<file path="src/rtl/sdram_qos_arbiter_if.sv">
// ---------------------------------------------------------------------------
// sdram_qos_arbiter_if
// Bundles the requester-side handshake and the SDRAM controller command-port
// handshake that sdram_qos_arbiter arbitrates.
//
// Signals (N = number of requesters):
//   req     [N]        per-requester request level
//   urgent  [N]        per-requester urgency, qualified by req
//   sel     [N]        one-hot grant, zero when nothing is granted
//   sel_idx [clog2(N)] binary index of the granted requester (holds when idle)
//   ifreq              command request towards the SDRAM controller
//   ifrdy              controller accepted the command this cycle
//   rdy     [N]        per-requester accept pulse
//   aged    [N]        debug: requester has waited at least AGE cycles
//
// Modports:
//   master : the arbiter, which drives the grant side
//   slave  : the requesters plus controller, which drive req/urgent/ifrdy
// ---------------------------------------------------------------------------
interface sdram_qos_arbiter_if #(
    parameter int N = 3
);
    localparam int IW = $clog2(N);

    logic [N-1:0]  req;
    logic [N-1:0]  urgent;
    logic [N-1:0]  sel;
    logic [IW-1:0] sel_idx;
    logic          ifreq;
    logic          ifrdy;
    logic [N-1:0]  rdy;
    logic [N-1:0]  aged;

    modport master (
        input  req,
        input  urgent,
        input  ifrdy,
        output sel,
        output sel_idx,
        output ifreq,
        output rdy,
        output aged
    );

    modport slave (
        output req,
        output urgent,
        output ifrdy,
        input  sel,
        input  sel_idx,
        input  ifreq,
        input  rdy,
        input  aged
    );
endinterface

</file>
<file path="src/rtl/sdram_qos_arbiter.sv">
// ---------------------------------------------------------------------------
// sdram_qos_arbiter
// Shares the single SDRAM controller command port among N requesters
// (TFT fetch, TFT write buffer, CPU/PPU cache). Urgent requesters win first,
// then requesters that have waited AGE cycles, then round-robin. A winner may
// keep the port for up to BURST consecutive accepts. Every accept is followed
// by one idle arbitration cycle so the requester can update its address/data.
//
// Parameters:
//   N     number of requesters (2..8)
//   BURST max consecutive accepts for one requester (1..15)
//   AGE   wait cycles before a pending requester is promoted to aged (1..255)
//
// Ports:
//   clk    controller clock
//   reset  synchronous active-high reset
//   bus    sdram_qos_arbiter_if.master: req/urgent/ifrdy in,
//          sel/sel_idx/ifreq/rdy/aged out
// ---------------------------------------------------------------------------
module sdram_qos_arbiter #(
    parameter int N     = 3,
    parameter int BURST = 4,
    parameter int AGE   = 64
) (
    input  logic                   clk,
    input  logic                   reset,
    sdram_qos_arbiter_if.master    bus
);
    localparam int           IW      = $clog2(N);
    localparam logic [3:0]   BURST_L = 4'(BURST);
    localparam logic [7:0]   AGE_L   = 8'(AGE);

    typedef enum logic {
        ARB,
        GRANT
    } state_t;

    state_t         r_state;
    logic [N-1:0]   r_sel;
    logic [IW-1:0]  r_selIdx;
    logic           r_ifreq;
    logic [IW-1:0]  r_last;
    logic [3:0]     r_burstCnt;

    logic [N-1:0]   w_rdy;
    logic [N-1:0]   w_aged;
    logic [N-1:0]   w_urgVec;
    logic [N-1:0]   w_agedVec;
    logic [N-1:0]   w_lastOnehot;
    logic           w_burstOk;
    logic [IW-1:0]  w_winner;

    function automatic logic [N-1:0] onehot(input logic [IW-1:0] idx);
        onehot = {{(N-1){1'b0}}, 1'b1} << idx;
    endfunction

    // Descending scan so the lowest set index is the last one written.
    function automatic logic [IW-1:0] lowestIdx(input logic [N-1:0] v);
        logic [IW-1:0] pick;
        pick = '0;
        for (int i = N - 1; i >= 0; i--) begin
            if (v[i[IW-1:0]]) pick = i[IW-1:0];
        end
        return pick;
    endfunction

    // Round-robin: first requester after 'last', wrapping modulo N.
    function automatic logic [IW-1:0] rrPick(input logic [N-1:0] reqV,
                                             input logic [IW-1:0] last);
        logic [IW-1:0] pick;
        int            j;
        pick = last;
        for (int k = N; k >= 1; k--) begin
            j = (int'(last) + k) % N;
            if (reqV[j[IW-1:0]]) pick = j[IW-1:0];
        end
        return pick;
    endfunction

    // Accept pulses only exist while a grant is presented to the controller.
    assign w_rdy = (r_state == GRANT && bus.ifrdy) ? r_sel : '0;

    // Winner selection. A burst may continue only while no other pending
    // requester is urgent or aged, so aging bounds the wait even against
    // bursts. A zero burst count means the last winner never got an accept
    // (after reset or an idle cycle), so there is nothing to continue.
    always_comb begin
        w_lastOnehot = onehot(r_last);
        w_urgVec     = bus.req & bus.urgent;
        w_agedVec    = bus.req & w_aged;
        w_burstOk    = (r_burstCnt != 4'd0) && (r_burstCnt < BURST_L) &&
                       bus.req[r_last] &&
                       (((w_urgVec | w_agedVec) & ~w_lastOnehot) == '0);
        if (w_burstOk)
            w_winner = r_last;
        else if (|w_urgVec)
            w_winner = lowestIdx(w_urgVec);
        else if (|w_agedVec)
            w_winner = lowestIdx(w_agedVec);
        else
            w_winner = rrPick(bus.req, r_last);
    end

    // ARB/GRANT state machine with registered grant outputs. A fresh
    // (non-burst) win clears the burst count so the next accept sets it to 1.
    always_ff @(posedge clk) begin
        if (reset) begin
            r_state    <= ARB;
            r_sel      <= '0;
            r_selIdx   <= IW'(N - 1);
            r_ifreq    <= 1'b0;
            r_last     <= IW'(N - 1);
            r_burstCnt <= 4'd0;
        end else begin
            case (r_state)
                ARB: begin
                    if (bus.req == '0) begin
                        r_burstCnt <= 4'd0;
                    end else begin
                        r_state  <= GRANT;
                        r_sel    <= onehot(w_winner);
                        r_selIdx <= w_winner;
                        r_ifreq  <= 1'b1;
                        if (!w_burstOk) r_burstCnt <= 4'd0;
                    end
                end
                GRANT: begin
                    if (bus.ifrdy) begin
                        r_state    <= ARB;
                        r_sel      <= '0;
                        r_ifreq    <= 1'b0;
                        r_last     <= r_selIdx;
                        r_burstCnt <= r_burstCnt + 4'd1;
                    end
                end
                default: r_state <= ARB;
            endcase
        end
    end

    // Per-requester wait counters. The aged flag is registered from the
    // counter value, so it appears one cycle after the counter saturates.
    for (genvar gi = 0; gi < N; gi++) begin : g_wait
        logic [7:0] r_wait;
        logic       r_agedBit;

        always_ff @(posedge clk) begin
            if (reset) begin
                r_wait    <= 8'd0;
                r_agedBit <= 1'b0;
            end else begin
                r_agedBit <= (r_wait >= AGE_L);
                if (!bus.req[gi] || w_rdy[gi])
                    r_wait <= 8'd0;
                else if (!r_sel[gi])
                    r_wait <= (r_wait >= AGE_L) ? AGE_L : r_wait + 8'd1;
            end
        end

        assign w_aged[gi] = r_agedBit;
    end

    assign bus.sel     = r_sel;
    assign bus.sel_idx = r_selIdx;
    assign bus.ifreq   = r_ifreq;
    assign bus.rdy     = w_rdy;
    assign bus.aged    = w_aged;

endmodule

</file>
<file path="src/flat_wrapper.sv">
// flat-port wrapper written by rule: the top's interface ports become plain ports
module sdram_qos_arbiter_flat 
#(
    parameter int N     = 3,
    parameter int BURST = 4,
    parameter int AGE   = 64
)
  (clk, reset, bus_req, bus_urgent, bus_ifrdy, bus_sel, bus_sel_idx, bus_ifreq, bus_rdy, bus_aged);
  sdram_qos_arbiter_if #(.N(N)) bus_i ();
  input  logic clk;
  input  logic reset;
  input wire logic [$bits(bus_i.req)-1:0] bus_req;
  input wire logic [$bits(bus_i.urgent)-1:0] bus_urgent;
  input wire logic [$bits(bus_i.ifrdy)-1:0] bus_ifrdy;
  output wire logic [$bits(bus_i.sel)-1:0] bus_sel;
  output wire logic [$bits(bus_i.sel_idx)-1:0] bus_sel_idx;
  output wire logic [$bits(bus_i.ifreq)-1:0] bus_ifreq;
  output wire logic [$bits(bus_i.rdy)-1:0] bus_rdy;
  output wire logic [$bits(bus_i.aged)-1:0] bus_aged;
  assign bus_i.req = bus_req;
  assign bus_i.urgent = bus_urgent;
  assign bus_i.ifrdy = bus_ifrdy;
  assign bus_sel = bus_i.sel;
  assign bus_sel_idx = bus_i.sel_idx;
  assign bus_ifreq = bus_i.ifreq;
  assign bus_rdy = bus_i.rdy;
  assign bus_aged = bus_i.aged;
  sdram_qos_arbiter #(.N(N), .BURST(BURST), .AGE(AGE)) u_core (.clk(clk), .reset(reset), .bus(bus_i));
endmodule
</file>
<file path="config.mk">
export PLATFORM = sky130hd
export DESIGN_NAME = sdram_qos_arbiter_flat
export DESIGN_NICKNAME = d
export VERILOG_FILES = /design/src/rtl/sdram_qos_arbiter_if.sv /design/src/rtl/sdram_qos_arbiter.sv /design/src/flat_wrapper.sv
export SDC_FILE = /design/constraint.sdc
export NUM_CORES = 1
export LEC_CHECK = 0
export CAP_MARGIN = 5
export CORE_MARGIN = 10
export CORE_UTILIZATION = 40
export CTS_CLUSTER_DIAMETER = 200
export CTS_CLUSTER_SIZE = 30
export DETAILED_ROUTE_END_ITERATION = 16
export PLACE_DENSITY_LB_ADDON = 0.12
export SETUP_SLACK_MARGIN = 0.02
export SLEW_MARGIN = 40
export SYNTH_ARGS = -nofsm -noshare
export SYNTH_HDL_FRONTEND = slang
export SYNTH_SLANG_ARGS = --single-unit
</file>
<file path="constraint.sdc">
create_clock -name clk -period 6.44 [get_ports clk]
set_input_delay 1.61 -clock clk [delete_from_list [all_inputs] [get_ports clk]]
set_output_delay 1.61 -clock clk [all_outputs]
set_load 0.1 [all_outputs]
</file>
# After elaboration in Yosys (flattened, before gate mapping)
# Index checks and enable logic that the tools add are counted.
# classes
add_sub_neg	7
n_div	3
n_lt_le_gt_ge	8
n_eq_ne	3
shift	2
n_mux	37
bitwise_logic	7
reduce_logical	22
# op_table
operator	count
$mod A32 B3 Y32 const B	3
$add A8 B1 Y8 const B	3
$ge A8 B7 Y1 const B	3
$mux W2	12
$mux W8	3
$lt A2 B3 Y1 const B	4
$mux W4	3
$and A3 B3 Y3	3
$mux W3	3
$bmux W1 S2	4
$mux W1	8
$pmux W4 S2	1
$reduce_and A2 Y1	4
$add A2 B2 Y3 const B	2
$logic_not A3 Y1	2
$pmux W3 S2	1
$reduce_or A2 Y1	3
$reduce_or A3 Y1	2
$shl A1 B2 Y3 const A	2
$add A4 B1 Y4 const B	1
$logic_and A1 B1 Y1	4
$lt A4 B3 Y1 const B	1
$ne A2 B2 Y1 const B	2
$pmux W1 S2	2
other kinds (8)	13
# totals
register_bits	40
inputBits	9
out_inout_bits	12
word_cells	101

# Logic depth before layout (Yosys ltp)
# depth
word_depth	13
ltp_mapped	9
ltp_nobuf	8

# Worst setup path after synthesis
# No wires, ideal clock.
# synth_timing
path_type	in2out
start	in bus_ifrdy
end	out bus_rdy[0]
t_arrival_ns	3.281
t_required_ns	4.830
slack_ns	1.549
stages	3
n_path_buf	1
cell_sequence	clkbuf_1 nand2_1 nor2_1
# synth_between
elab_chain_cells	2
# synth_lines
element	line_no	text
start, declared	flat_wrapper.sv:14	input wire logic [$bits(bus_i.ifrdy)-1:0] bus_ifrdy;
$logic_and A1 B1 Y1	sdram_qos_arbiter.sv:81	assign w_rdy = (r_state == GRANT && bus.ifrdy) ? r_sel : '0;
$mux W3	sdram_qos_arbiter.sv:81	
end, declared	flat_wrapper.sv:18	output wire logic [$bits(bus_i.rdy)-1:0] bus_rdy;
# No other way between the ends.

# Worst setup path in the final report
# Ends and elaborated chain as after synthesis.

==> impl_metrics.env <==
export IMPL_status="finished, final reports clean"
export IMPL_worst_ep_required_time_ps=4830
export IMPL_start_util_pct=41.56
export IMPL_via_per_inst=5.136
export IMPL_ir_worst_vdd_mv=0.1059
export IMPL_grt_pass1_vias=1671
export IMPL_n_antenna_cell=0
export IMPL_cts_path_max_buffers=2
export IMPL_drtIter0Drc=55
export IMPL_final_max_slew_viol_count=0
export IMPL_maxCapViolCount=0
export IMPL_setup_tns_ps=0
export IMPL_area_growth_pct=10.24
export IMPL_synthCells=256
export IMPL_postLayoutCoreUtil_pct=45.82
export IMPL_vias=1741
export IMPL_p_switching_mw=0.1663
export IMPL_synth_flop_cell="dfxtp_1"
export IMPL_yosysTopAreaCell="dfxtp_1"
export IMPL_finalCritPeriodShare_pct=71.63
export IMPL_rsz0062_at_grt="no"
export IMPL_synth_seq_cells=40
export IMPL_drt_first_pass_iters=4
export IMPL_crit_path_end_kind="output pin"
export IMPL_clk_insertion_delay_late_ps=290
export IMPL_track_usage_pct=10.52
export IMPL_pwr_share_comb_pct=18.7
export IMPL_timing_fmax_ghz=0.2168
export IMPL_cts_htree_levels=2
export IMPL_post_route_min_period_ps=4613
export IMPL_worstMarginPinSlew_ps=775.9
export IMPL_yosysUniqueCellTypes=49
export IMPL_antenna_found_initial=0
export IMPL_cts_root_buf="clkbuf_8"
export IMPL_critPathLaunchType="input pin"
export IMPL_place_gp_congestion=0.8415
export IMPL_path_class="input pin to output pin"
export IMPL_grt_max_degree=22
export IMPL_io_pins=21
export IMPL_die_w_um=93.31
export IMPL_p_int_mw=0.3729
export IMPL_finalWirelength_um=4422
export IMPL_p_sw_share_pct=30.84
export IMPL_clk_pin_slew_ps=70
export IMPL_post_cts_buffers=0
export IMPL_io_buffers=20
export IMPL_final_hold_viol_count=0
export IMPL_dp_hpwl_um=3246
export IMPL_hp_class="register to register"
export IMPL_wl_per_cell_um=13.04
export IMPL_core_area_mm2=0.005172
export IMPL_p_leak_nw=0.9497
export IMPL_cts_resized=0
export IMPL_synth_yosys_seq_area_share_pct=37.25
export IMPL_relSlewSlack_pct=48.11
export IMPL_synth_nets=275
export IMPL_grt_pass1_wl_um=7521
export IMPL_pwr_share_seq_pct=49.4
export IMPL_yosys_warnings=0
export IMPL_route_detailed_drc=0
export IMPL_yosysTopAreaCellShare_pct=37.25
export IMPL_avgSynthCellArea_um2=8.397
export IMPL_drtAntennaViolNets=0
export IMPL_nets=287
export IMPL_setup_violations=0
export IMPL_dieArea_mm2=0.008706
export IMPL_num_rows=26
export IMPL_p_clk_share_pct=31.9
export IMPL_powerDensity_mw_per_mm2=227.5
export IMPL_syn_area_mm2=0.002150
export IMPL_numCtsBuffers=5
export IMPL_cts_sink_count=40
export IMPL_die_h_um=93.31
export IMPL_cp_arrival_ps=3000
export IMPL_synthArstFlopShare_pct=0
export IMPL_cts_tree="built"
export IMPL_grt_ovfl_total=0
export IMPL_synth_edf_count=0
export IMPL_skew_ps=10.59
export IMPL_yosys_top_cells_area="dfxtp_1 37%, nor2_1 6.8%, ha_1 5.8%, nand2_1 4.2%, nor2b_1 3.8%"
export IMPL_hold_buffers=0
export IMPL_path_max_fanout=9
export IMPL_final_layout_size_suffix_gt1_share_pct=12.27
-- flip-flops by register name, summed over array words and instances, names as in the netlist --
name                     cells
u_core.bus.sel               3
u_core.g_wait.r_agedBit      3
u_core.r_state               1
u_core.r_last                2
u_core.bus.ifreq             1
u_core.g_wait.r_wait        24
u_core.bus.sel_idx           2
u_core.r_burstCnt            4
-- layout make-up --
| class | count | area (um^2) |
|---|---|---|
| Fill cell | 510 | 2803 |
| Multi-Input combinational cell | 190 | 1205 |
| Clock inverter | 2 | 10.01 |
| Inverter | 11 | 41.29 |
| Sequential cell | 40 | 800.8 |
| Timing Repair Buffer | 20 | 142.6 |
| Clock buffer | 6 | 82.58 |
| Tap cell | 70 | 87.58 |
-- cells by family after synthesis --
kind of cell / share of synthesized area (%)
compound gates: 16.47
xor+xnor: 5.704
fa+ha+maj: 5.821
buf+inv: 6.693
flops: 37.25
mux: 3.260
simple gates: 24.80
-- placed cells by master, fill, tap and decap left out, types with 8 or more instances in the layout --
cell,count
nor2_1,39
inv_1,11
ha_1,10
dfxtp_1,40
nor2b_1,13
buf_2,11
clkdlybuf4s50_1,8
nand2_1,24
a21oi_1,12
nand3_1,10
xor2_1,8
-- metrics by stage --
step / instances / area [um^2] / worst slack [ps] / hold slack (ps) / power, mW
2_1_floorplan: 256 / 2150 / 1549 / 423.0 / 0.3548
3_3_place_gp: 331 / 2332 / 1318 / 433.0 / 0.3768
3_5_place_dp: 331 / 2277 / 1839 / 436.9 / 0.3735
4_1_cts: 339 / 2370 / 1828 / 447.5 / 0.5460
5_1_grt: 339 / 2370 / 1761 / 485.8 / 0.5673
6_report: 339 / 2370 / 1827 / 449.1 / 0.5391
-- power by group through the flow --
stage,combinational (mW),sequential [mW],clock (mW)
global route,0.109,0.268,0.190
CTS,0.102,0.266,0.178
detailed placement,0.101,0.272,0
floorplan,0.0619,0.293,0
finish,0.101,0.266,0.172
global placement,0.105,0.272,0
-- synthesized netlist by cell type (all sizes together) (2+ instances only) --
master	n
dfxtp	40
nor2	39
nand2	25
a21oi	13
nor2b	13
o21ai	12
inv	11
ha	10
nand3	10
buf	9
xor2	8
clkbuf	6
nor3	6
o31ai	6
xnor2	6
and3	5
a211oi	4
and2	4
mux2i	4
a32o	2
mux2	2
nand2b	2
o211ai	2
-- worst paths after layout --
check	startpoint	to	slack, ps	cells past startpoint
hold / removal	u_core.g_wait[0].r_wait[7]$_SDFFE_PP0N_	u_core.g_wait[0].r_wait[7]$_SDFFE_PP0N_	450	2
setup / recovery	bus_ifrdy	bus_rdy[0]	1830	4
setup reg to reg	u_core.r_last[0]$_SDFFE_PP0P_	u_core.bus.sel[1]$_SDFFE_PP0P_	4110	8
hold reg to reg	u_core.g_wait[0].r_wait[7]$_SDFFE_PP0N_	u_core.g_wait[0].r_wait[7]$_SDFFE_PP0N_	450	2
-- critical path: stages --
cell and delay, ps:
clkdlybuf4s50_1 590, nand2_1 300, nor2_1 190, buf_4 310
-- metal layers --
metal | global-route usage (%) | routed length (um) | up-vias
met4 | 4.370 | 51 | 0
li1 | - | - | 898
met5 | 0 | 0 | -
met1 | 12.31 | 2115 | 813
met3 | 3.118 | 151 | 5
met2 | 17.46 | 2104 | 25
No activity file was read; power rests on OpenSTA's default activity.
